## src/rtl/fifo_wr_arb.sv

```systemverilog
// Write-side arbiter for the async FIFO: round-robin with a per-source burst limit
// feeding a single registered write port (wen/wdata/wid), backpressured by full.
module fifo_wr_arb #(
  parameter int unsigned D_SIZE    = 8,
  parameter int unsigned N_SRC     = 4,
  parameter int unsigned BURST_MAX = 4
) (
  input  logic                      wclk,
  input  logic                      rstn,
  input  logic [N_SRC-1:0]          req,
  input  logic [N_SRC*D_SIZE-1:0]   src_data,
  output logic [N_SRC-1:0]          ack,
  input  logic                      full,
  output logic                      wen,
  output logic [D_SIZE-1:0]         wdata,
  output logic [$clog2(N_SRC)-1:0]  wid
);

  localparam int unsigned IW = $clog2(N_SRC);
  localparam int unsigned CW = $clog2(BURST_MAX + 1);

  logic [D_SIZE-1:0] lane [N_SRC];
  logic [IW-1:0]     ptr, ptr_nxt;
  logic [CW-1:0]     cnt, cnt_nxt, ncnt;
  logic [IW-1:0]     sel, idx;
  logic              found, free, load;
  logic              wen_nxt;
  logic [D_SIZE-1:0] wdata_nxt;
  logic [IW-1:0]     wid_nxt;

  for (genvar g = 0; g < N_SRC; g++) begin : g_lane
    assign lane[g] = src_data[g*D_SIZE +: D_SIZE];
  end

  // First requesting source at or after ptr, wrapping modulo N_SRC
  always_comb begin : select
    sel   = '0;
    idx   = '0;
    found = 1'b0;
    for (int unsigned k = 0; k < N_SRC; k++) begin
      idx = IW'((32'(ptr) + k) % N_SRC);
      if (!found && req[idx]) begin
        found = 1'b1;
        sel   = idx;
      end
    end
  end

  // The output register is free when empty or when its word leaves this cycle
  assign free = ~wen | ~full;
  assign load = free & found;

  always_comb begin : next_state
    ack       = '0;
    wen_nxt   = wen;
    wdata_nxt = wdata;
    wid_nxt   = wid;
    ptr_nxt   = ptr;
    cnt_nxt   = cnt;
    ncnt      = (sel == ptr) ? CW'(cnt + 1'b1) : CW'(1);
    if (load) begin
      ack       = N_SRC'(1) << sel;
      wen_nxt   = 1'b1;
      wdata_nxt = lane[sel];
      wid_nxt   = sel;
      if (ncnt == CW'(BURST_MAX)) begin
        ptr_nxt = IW'((32'(sel) + 1) % N_SRC);
        cnt_nxt = '0;
      end else begin
        ptr_nxt = sel;
        cnt_nxt = ncnt;
      end
    end else if (free) begin
      wen_nxt = 1'b0;
    end
    if (!rstn) ack = '0;
  end

  always_ff @(posedge wclk or negedge rstn) begin : regs
    if (!rstn) begin
      wen   <= 1'b0;
      wdata <= '0;
      wid   <= '0;
      ptr   <= '0;
      cnt   <= '0;
    end else begin
      wen   <= wen_nxt;
      wdata <= wdata_nxt;
      wid   <= wid_nxt;
      ptr   <= ptr_nxt;
      cnt   <= cnt_nxt;
    end
  end

endmodule

```

## config.mk

```make
export PLATFORM = sky130hd
export DESIGN_NAME = fifo_wr_arb
export DESIGN_NICKNAME = d
export VERILOG_FILES = /design/src/rtl/fifo_wr_arb.sv
export SDC_FILE = /design/constraint.sdc
export NUM_CORES = 1
export LEC_CHECK = 0
export CAP_MARGIN = 20
export CORE_MARGIN = 8
export CORE_UTILIZATION = 45
export CTS_BUF_LIST = sky130_fd_sc_hd__clkbuf_2 sky130_fd_sc_hd__clkbuf_4 sky130_fd_sc_hd__clkbuf_8
export DETAILED_ROUTE_END_ITERATION = 8
export PLACE_DENSITY_LB_ADDON = 0.12
export SYNTH_ARGS = -nofsm -noshare
export SYNTH_HDL_FRONTEND = slang
export SYNTH_SLANG_ARGS = --single-unit
```

## constraint.sdc

```tcl
create_clock -name wclk -period 3.75 [get_ports wclk]
set_clock_uncertainty 0.05 [all_clocks]
set_input_delay 0.75 -clock wclk [delete_from_list [all_inputs] [get_ports wclk]]
set_output_delay 0.75 -clock wclk [all_outputs]
set_load 0.01 [all_outputs]
```

==> impl_metrics.csv <==
group,metric,value,unit
finish,drive_gt1_share,12.6,%
worst_setup_path,cp.arrival,2820,ps
routing,routed_via_density,5.55,
clocking,clkSlewWorstSetupHoldPaths,90,ps
sta,timing.slew.headroom,61.9,%
sta,fin_crit_sh,96.5,%
worst_setup_path,cp_common_cell,"clkdlybuf4s50_1",
grt,first_global_vias,1284,
power,peakVddDrop,0.409,mV
worst_setup_path,cp.depth,8,
clocking,clkSinkCount,16,
finish,finish.instance_area,0.00177,mm²
power,seqPwrFrac,30.9,%
routing,drc_errors,0,
grt,antenna_found_initial,0,
clocking,postCtsSetupBuffers,0,
logic_synthesis,synth_seq_cells,16,
floorplan,core,0.00241,mm²
clocking,cts_resized,0,
worst_setup_path,crit_type,"primary input to output port",
logic_synthesis,yosysUniqueCellTypes,37,
worst_setup_path,endpoint,"ack[3]",
worst_setup_path,endpoint_kind,"output port",
clocking,cts-root-buf,"clkbuf_4",
worst_setup_path,cp_slowest_stage_delay,560,ps
logic_synthesis,avgSynthCellArea,9.20,µm²
finish,final_common_cell,"clkdlybuf4s50_1",
power,p_int,0.000608,W
power,p_clk_share,11.9,%
grt,busiest_layer,"met2",
logic_synthesis,synth_nets,165,
grt,grt_use_met1,17.6,%
logic_synthesis,synth_edf_count,0,
logic_synthesis,seq_area_frac_synth,36.0,%
sta,fin_setup_tns,0,ps
worst_setup_path,startpoint_type,"primary input",
clocking,postCtsHoldBufs,0,
power,swShare,38.1,%
power,combinationalPowerShare,57.3,%
finish,layout.nets,227,
placed_design,gp_congestion,0.861,
worst_setup_path,crit_start,"req[0]",
placed_design,placed_cell_area,0.00172,mm²
grt,grt_pass1_wl,5730,µm
routing,num_vias,1177,
worst_setup_path,cp_top_family,"buffers and inverters",
worst_setup_path,critical_path_buf_inv_count,3,
logic_synthesis,synth-warning-count,0,
power,power,0.000981,W
grt,grtUsageTotal,16.3,%
sta,worst_pin_slew,571,ps
worst_setup_path,r2r_start,"ptr[1]",
clocking,h-tree-depth,1,
sta,final-setup-viol-count,0,
finish,final_util,73.6,%
routing,drt_iter0_drc,63,
floorplan,start_util,46.2,%
power,p_sw,0.000373,W
sta,fmax,276,MHz
logic_synthesis,synth_ff_type,"dfrtp_1",
floorplan,die_y,65.7,µm
placed_design,placement.io_buffers,53,
worst_setup_path,r2r_cells,6,
grt,use_met3,7.14,%
routing,post_drt_wl_per_cell,16.0,µm
power,p_leak,0.803,nW
floorplan,design.portCount,54,
hold_path,hp-class,"register to register",
finish,num_antenna_cells,0,
routing,ant_nets,0,
sta,slew_viol_final,0,
run_status,status,"finished clean",
worst_setup_path,reg2reg_slack,1740,ps
sta,hold_violations,0,
worst_setup_path,required,2950,ps
grt,overflow,0,
worst_setup_path,slowest_stage,"clkdlybuf4s50_1",
logic_synthesis,postSynth.asyncResetShare,100,%
placed_design,dp.final_hpwl,2770,µm
logic_synthesis,synth_area,0.00111,mm²
finish,syn_to_final_growth,59.3,%
routing,wl,3400,µm
routing,drt_pass1_iterations,4,
logic_synthesis,synth_top_area_share,36.0,%
floorplan,rows,18,
worst_setup_path,path_max_fanout,5,
grt,grt_max_degree,21,
grt,grt_use_met2,28.1,%
floorplan,die_area,0.00432,mm²
logic_synthesis,synth_top_cell_by_area,"dfrtp_1",
worst_setup_path,cp_cell_sequence,"clkdlybuf4s50_1 > nor2b_2 > nor3_2 > o22ai_2 > inv_1 > ha_1 > and3_1 > clkdlybuf4s50_1",
clocking,cts_made_buffers,3,
logic_synthesis,syn_inst,121,
sta,fin_crit,3620,ps
clocking,cts_tree,"done",
flow_run,maxCapViolCount,0,
floorplan,chipWidth,65.7,µm
worst_setup_path,worstReg2RegEnd,"wdata[3]",
clocking,clock_latency,290,ps
power,power_density,553,mW/mm²
finish,final_cell_mix,"clkdlybuf4s50_1 (53), nand2_1 (19), dfrtp_1 (16)",
logic_synthesis,ys_top_cells_by_area,"dfrtp_1 (36%), mux2i_1 (11%), nand2_1 (6.4%)",
clocking,clk_path_buf_depth,2,
-- power by group through the flow --
stage	sequential [W]	clock, W	combinational (W)
2_1_floorplan	0.000319	0	0.000301
3_3_place_gp	0.000301	0	0.000539
3_5_place_dp	0.000303	0	0.000557
4_1_cts	0.000301	0.000119	0.000560
5_1_grt	0.000317	0.000124	0.000618
6_report	0.000303	0.000116	0.000562
-- worst reg2reg max path: stages, from the launching register on --
cell,delay [ps]
dfrtp_1,490
nand2_2,100
a211oi_2,370
nor2_4,90
buf_4,160
mux2_1,310
a311o_1,350
-- worst min path at each step --
stage / startpoint / to / slack (ps) / depth (start not counted)
after floorplan: rstn / cnt[0] / 400 / 0
after global placement: wid[1] / wid[1] / 410 / 2
after detailed placement: wid[0] / wid[0] / 420 / 1
after CTS: wid[0] / wid[0] / 440 / 1
after global routing: wdata[6] / wdata[6] / 480 / 2
final: wid[0] / wid[0] / 430 / 1
-- state kept, by name, indices dropped and copies added (netlist names) --
signal  count
wdata       8
cnt         3
ptr         2
wid         2
wen         1
-- synthesized netlist by cell type (all sizes together), types with 2 or more instances --
cell type and n:
and2 2, nand2 20, a211oi 3, nand3 2, nor2 6, a311o 2
nor4 2, and3 5, o21ai 7, a21o 2, nand2b 5, dfrtp 16
inv 3, mux2 2, mux2i 12, ha 5, o221ai 6, a21oi 3
nor2b 3, buf 4
-- logic make-up (layout without fill, tap and decap cells) --
| family | Yosys count | after routing | share of synthesized area (%) |
|---|---|---|---|
| AND/OR/NAND/NOR | 47 | 47 | 20.7 |
| multiplexers | 14 | 14 | 12.8 |
| AO/OA/AOI/OAI | 31 | 31 | 21.0 |
| flip-flops | 16 | 16 | 36.0 |
| adder cells (fa/ha/maj) | 5 | 5 | 5.62 |
| buffers and inverters | 8 | 69 | 3.93 |
-- metal layers --
layer / routed length, µm / vias up
met2: 1660 / 49
met5: 0 / -
met1: 1390 / 558
met3: 314 / 4
li1: - / 566
met4: 36 / 0
-- area by class of cell --
class / count / area [µm²]
sequential: 16 / 400
fill: 186 / 636
clock buffer: 4 / 36.3
multi-input combinational: 97 / 691
timing repair buffer: 62 / 598
inverter: 3 / 11.3
tap: 30 / 37.5
-- stage by stage --
step	setup slack, ps	hold slack [ps]	instances
final	132	434	212
after global placement	158	413	208
after floorplan	1020	404	121
after detailed placement	96.8	416	208
after CTS	64.0	438	212
after global routing	-11.0	478	212
No activity file was read; power rests on OpenSTA's default activity.
